--- config.mk ---
export PLATFORM = sky130hd
export DESIGN_NAME = audio_sample_fifo
export DESIGN_NICKNAME = d
export VERILOG_FILES = /design/src/rtl/audio_sample_fifo.sv
export SDC_FILE = /design/constraint.sdc
export NUM_CORES = 1
export LEC_CHECK = 0
export ABC_AREA = 1
export BUFFER_PORTS_ARGS = -buffer_cell sky130_fd_sc_hd__buf_2
export CORE_MARGIN = 1.5
export CORE_UTILIZATION = 40
export DETAILED_ROUTE_END_ITERATION = 8
export PLACE_DENSITY = 0.59
export SETUP_SLACK_MARGIN = 0.02
export SYNTH_ARGS = -nofsm -noshare
export SYNTH_HDL_FRONTEND = slang
export SYNTH_SLANG_ARGS = --single-unit
--- constraint.sdc ---
create_clock -name mon_clk -period 3.2 [get_ports mon_clk]
set_input_delay 0.48 -clock mon_clk [delete_from_list [all_inputs] [get_ports mon_clk]]
set_output_delay 0.48 -clock mon_clk [all_outputs]
set_load 0.05 [all_outputs]
--- src/rtl/audio_sample_fifo.sv ---
// Stereo sample buffer between the packet decoder and the I2S sender.
// Handles stream start, priming, host refill requests, underrun and idle timeout.
module audio_sample_fifo #(
    parameter int DEPTH_LOG2  = 4,
    parameter int PRIME_LEVEL = 8,
    parameter int REQ_LEVEL   = 8,
    parameter int BURST       = 8,
    parameter int TIMEOUT     = 50000,
    parameter int TW          = 16
) (
    input  logic                  mon_clk,
    input  logic                  rst_n,
    input  logic                  in_valid,
    input  logic [31:0]           in_data,
    input  logic                  audio_starts,
    input  logic                  pop,
    output logic [31:0]           out_data,
    output logic                  out_valid,
    output logic                  audio_req,
    output logic [DEPTH_LOG2:0]   level,
    output logic                  playing,
    output logic                  underrun,
    output logic                  overflow
);

    localparam int DEPTH = 1 << DEPTH_LOG2;
    localparam int LW    = DEPTH_LOG2 + 1;
    localparam int CW    = $clog2(BURST + 1);

    typedef enum logic [1:0] {
        IDLE,
        PRIME,
        PLAY
    } state_t;

    state_t                state, state_next;
    logic [31:0]           mem [DEPTH];
    logic [DEPTH_LOG2-1:0] wr_ptr, rd_ptr, wr_addr;
    logic [TW-1:0]         tmo_cnt;
    logic                  req_pending;
    logic [CW-1:0]         req_cnt;

    logic active, is_empty, is_full, pop_data, push_acc, timed_out, req_fire;

    always_comb begin
        active    = (state != IDLE);
        is_empty  = (level == '0);
        is_full   = (level == LW'(DEPTH));
        pop_data  = pop && !audio_starts && (state == PLAY) && !is_empty;
        // A pop on a full buffer frees the slot the simultaneous push lands in.
        push_acc  = in_valid && (audio_starts || (active && (!is_full || pop_data)));
        timed_out = (state == PLAY) && is_empty && !in_valid && (tmo_cnt == TW'(TIMEOUT));
        wr_addr   = audio_starts ? '0 : wr_ptr;

        state_next = state;
        if (audio_starts) begin
            state_next = PRIME;
        end else begin
            case (state)
                IDLE:    state_next = IDLE;
                PRIME:   if (level >= LW'(PRIME_LEVEL)) state_next = PLAY;
                PLAY:    if (timed_out) state_next = IDLE;
                default: state_next = IDLE;
            endcase
        end

        req_fire = active && !audio_starts && !timed_out && !req_pending &&
                   (level <= LW'(REQ_LEVEL));
    end

    assign playing = (state == PLAY);

    // NOTE: sequential state uses non-blocking assignments so every register samples pre-edge values.
    always_ff @(posedge mon_clk or negedge rst_n) begin
        if (!rst_n) begin
            state  <= IDLE;
            wr_ptr <= '0;
            rd_ptr <= '0;
            level  <= '0;
        end else begin
            state <= state_next;
            if (audio_starts) begin
                wr_ptr <= DEPTH_LOG2'(push_acc);
                rd_ptr <= '0;
                level  <= LW'(push_acc);
            end else begin
                if (push_acc) wr_ptr <= wr_ptr + 1'b1;
                if (pop_data) rd_ptr <= rd_ptr + 1'b1;
                level <= level + LW'(push_acc) - LW'(pop_data);
            end
        end
    end

    // NOTE: the sample array has no reset; its contents are don't-care until written.
    always_ff @(posedge mon_clk) begin
        if (push_acc) mem[wr_addr] <= in_data;
    end

    always_ff @(posedge mon_clk or negedge rst_n) begin
        if (!rst_n) begin
            out_data  <= '0;
            out_valid <= 1'b0;
            underrun  <= 1'b0;
            overflow  <= 1'b0;
            audio_req <= 1'b0;
        end else begin
            out_valid <= pop;
            underrun  <= pop && !audio_starts && (state == PLAY) && is_empty;
            overflow  <= in_valid && active && !audio_starts && is_full && !pop_data;
            audio_req <= req_fire;
            if (pop) out_data <= pop_data ? mem[rd_ptr] : '0;
        end
    end

    // The request stays pending until BURST samples have actually been stored.
    always_ff @(posedge mon_clk or negedge rst_n) begin
        if (!rst_n) begin
            req_pending <= 1'b0;
            req_cnt     <= '0;
        end else if (audio_starts || timed_out) begin
            req_pending <= 1'b0;
            req_cnt     <= '0;
        end else if (req_fire) begin
            req_pending <= 1'b1;
            req_cnt     <= '0;
        end else if (req_pending && push_acc) begin
            if (req_cnt == CW'(BURST - 1)) req_pending <= 1'b0;
            req_cnt <= req_cnt + 1'b1;
        end
    end

    always_ff @(posedge mon_clk or negedge rst_n) begin
        if (!rst_n) begin
            tmo_cnt <= '0;
        end else if (audio_starts || (state != PLAY) || !is_empty || in_valid) begin
            tmo_cnt <= '0;
        end else if (tmo_cnt != TW'(TIMEOUT)) begin
            tmo_cnt <= tmo_cnt + 1'b1;
        end
    end

endmodule

==> impl_metrics.yaml <==
status:
  status: "complete, no violations"
routing:
  viasPerCell: 5.21
  drt-met1-wl_um: 26200
  dr_total_vias: 15500
  first_pass_iters: 5
  wl_um: 58800
  maxUsedRoutingLayer: "met4"
  dr_wl_met3_um: 3370
  wl_per_cell_um: 19.8
  drc: 0
  drtIter0Drc: 1277
  ant_nets: 0
  dr_wl_met2_um: 28100
critical_path:
  critPathLaunchType: "register"
  cp.depth: 19
  reg2reg_from: "level[3]"
  cpLargestDelayFamily: "adder cells"
  crit_chain: "inv_1 -> ha_1 -> nand2_1 -> nor2_1 -> nand2_1 -> nand2_1 -> nand2_1 -> inv_1 -> ha_1 -> inv_1 -> ha_1 -> inv_1 -> fa_1 -> inv_1 -> nand2_1 -> a21oi_1 -> nor2_1 -> o21ai_0 -> a21oi_1"
  reg2reg_to: "level[4]"
  cp.required_ps: 3680
  r2r_slack_ps: 490
  reg2reg_depth: 19
  slowest_stage: "dfrtp_1"
  arrival_ps: 3190
  slowest_delay_ps: 390
  cp-startpoint: "level[3]"
  cp-end-kind: "register"
  worst-path-max-fanout: 4
  path_buf_inv: 5
  path_class: "reg -> reg"
  crit_end: "level[4]"
die:
  core_area_um2: 59400
  die_w_um: 249
  pin_count: 79
  start_util: 0.407
  row_count: 89
  dieArea_um2: 61900
  die_h_um: 249
sta:
  hold_slack_ps: 163
  slew_viol_final: 0
  rsz0062_at_grt: "false"
  finalCritPeriodShare: 0.846
  hold_viol_final: 0
  setup_tns_ps: 0
  finalSetupViolations: 0
  relSlewSlack: 0.325
  fin_crit_ps: 2710
  worstMarginPinSlew_ps: 1010
  max_freq_mhz: 369
  skew_ps: 20.1
power:
  peakVddDrop_v: 0.000439
  p_per_area_nw_per_um2: 618
  finalPower_mw: 17.1
  p_leak_nw: 9.95
finish:
  area_growth_pct: 14.3
  finish.utilization: 0.466
  mostFrequentLayoutCell: "edfxtp_1"
  layout-drive-gt1-share: 0.143
  layout_common_cells: "512 x edfxtp_1, 425 x nor2_1, 233 x nand2_1, 216 x nand3_1, 128 x o21ai_1"
  layout.cells.non_filler: 2971
  n_fill_cell: 5279
  nets: 2199
cts:
  htree_num_levels: 2
  cts_num_sinks: 584
  cts_inserted_buffers: 59
  clk_pin_slew_ps: 60
  cts_resized: 0
  cts_max_path_buffers: 3
  insertion_delay_ps: 610
  cts_tree: "built"
  cts-root-buf: "clkbuf_16"
global_route:
  grt_pass1_vias: 15300
  antenna_found_initial: 3
  grt_pass1_wl_um: 91100
  track_usage: 0.190
  gr-total-overflow: 0
  grt_max_degree: 124
placed_design:
  dp.cells: 2857
  gp_congestion: 0.796
  io_buffers: 78
  hpwl_um: 30500
synth:
  ys.warnings.count: 0
  synthDistinctLibCells: 32
  syn_area_um2: 24200
  synth-simple-area-share: 0.170
  synth_top_family_by_area: "simple AND/OR/NAND/NOR gates"
  synthMuxAreaShare: 0
  syn-num-nets: 2128
  avgSynthCellArea_um2: 11.6
  synthesis.instances: 2076
  seq_area_frac_synth: 0.711
  ys_ff_latch: 584
  synth_xor_xnor_area_share: 0.00181
  synthAdderAreaFrac: 0.00808
  synth_compound_area_frac: 0.0658
job:
  maxCapViolations: 0
worst_hold_path:
  min_path_cells: 3
  hold_path.class: "in -> reg"
==> kinds of logic after synthesis <==
| group | count (synthesis) |
|---|---|
| buffers and inverters | 206 |
| DFF | 584 |
| AOI/OAI and AO/OA | 297 |
| adders and majority gates | 15 |
| xor gates and xnor gates | 5 |
| and+or+nand+nor | 969 |
==> worst min-delay path by stage <==
stage | endpoint | start
final | level[0] | in_valid
after global routing | overflow | in_valid
after floorplan | audio_req | rst_n
after detailed placement | out_data[20] | out_data[20]
after global placement | out_data[9] | out_data[9]
after CTS | level[0] | in_valid
==> synthesized netlist by cell type <==
library cell / n / share of area
nand3_2: 4 / 0.0017
clkinv_1: 1 / 0.00016
a21boi_0: 2 / 0.00062
buf_2: 30 / 0.0062
edfxtp_1: 512 / 0.64
dfrtp_1: 72 / 0.075
buf_1: 13 / 0.0020
xor2_1: 5 / 0.0018
o21a_1: 1 / 0.00031
clkbuf_1: 46 / 0.0071
nor2_2: 66 / 0.017
buf_6: 20 / 0.0093
nand2_1: 233 / 0.036
o211ai_1: 30 / 0.0093
buf_12: 1 / 0.00083
o21ai_0: 107 / 0.022
inv_4: 1 / 0.00026
nand4_1: 6 / 0.0016
nor3_1: 2 / 0.00041
fa_1: 1 / 0.00083
buf_4: 1 / 0.00031
buf_8: 5 / 0.0031
inv_1: 87 / 0.014
o21ai_2: 5 / 0.0018
nor2_1: 441 / 0.069
nor4_1: 1 / 0.00026
nand3_1: 216 / 0.045
inv_2: 1 / 0.00016
ha_1: 14 / 0.0072
o21ai_1: 128 / 0.027
a31oi_1: 2 / 0.00052
a21oi_1: 22 / 0.0046
==> registers in the layout, summed over array words and instances, names as in the netlist <==
register and flops:
mem 512, state 2, rd_ptr 4, out_data 32, underrun 1, tmo_cnt 16, out_valid 1, overflow 1
audio_req 1, wr_ptr 4, level 5, req_cnt 4, req_pending 1
==> tightest hold or removal path, stage by stage <==
cell	delay (ps)
buf_2	100
nand2_1	80
nand2_1	70
==> layer usage <==
| metal | global-route usage | up-vias |
|---|---|---|
| met5 | 0 | - |
| met4 | 0.0479 | 0 |
| met3 | 0.0271 | 79 |
| met2 | 0.319 | 422 |
| met1 | 0.261 | 7617 |
| li1 | - | 7349 |
==> through the flow <==
step                      instance area (um^2)  setup slack (ps)
final                                    27600               491
after global placement                   25500               507
after detailed placement                 25500               514
after CTS                                27600               482
after floorplan                          24200              -250
after global routing                     27600               134
==> report_power, final <==
group          total [mW]  leakage [nW]  switching, mW  internal (mW)
Clock                7.26          1.02           2.84           4.42
Combinational        1.23          3.33          0.911          0.317
Sequential           8.57          5.60         0.0823           8.49
Total                17.1          9.95           3.83           13.2
==> final cells by class <==
class                   count  area (um^2)  area share
diodes                      1         2.50   0.0000906
flip-flops and latches    584        17200       0.622
clock inverters            25          354      0.0128
inverters                  90          345      0.0125
multi-input cells        1286         6070       0.220
clock buffers              86         1710      0.0619
well taps                 773          967      0.0350
repair buffers            126          996      0.0360
==> what timing repair did <==
| action | CTS | global route |
|---|---|---|
| hold endpoints to repair | 33 | 0 |
| hold buffers | 2 | 0 |
| setup buffers | 0 | 0 |
| setup endpoints to repair | 0 | 0 |
Note: power is estimated with default switching activity, not from simulation.
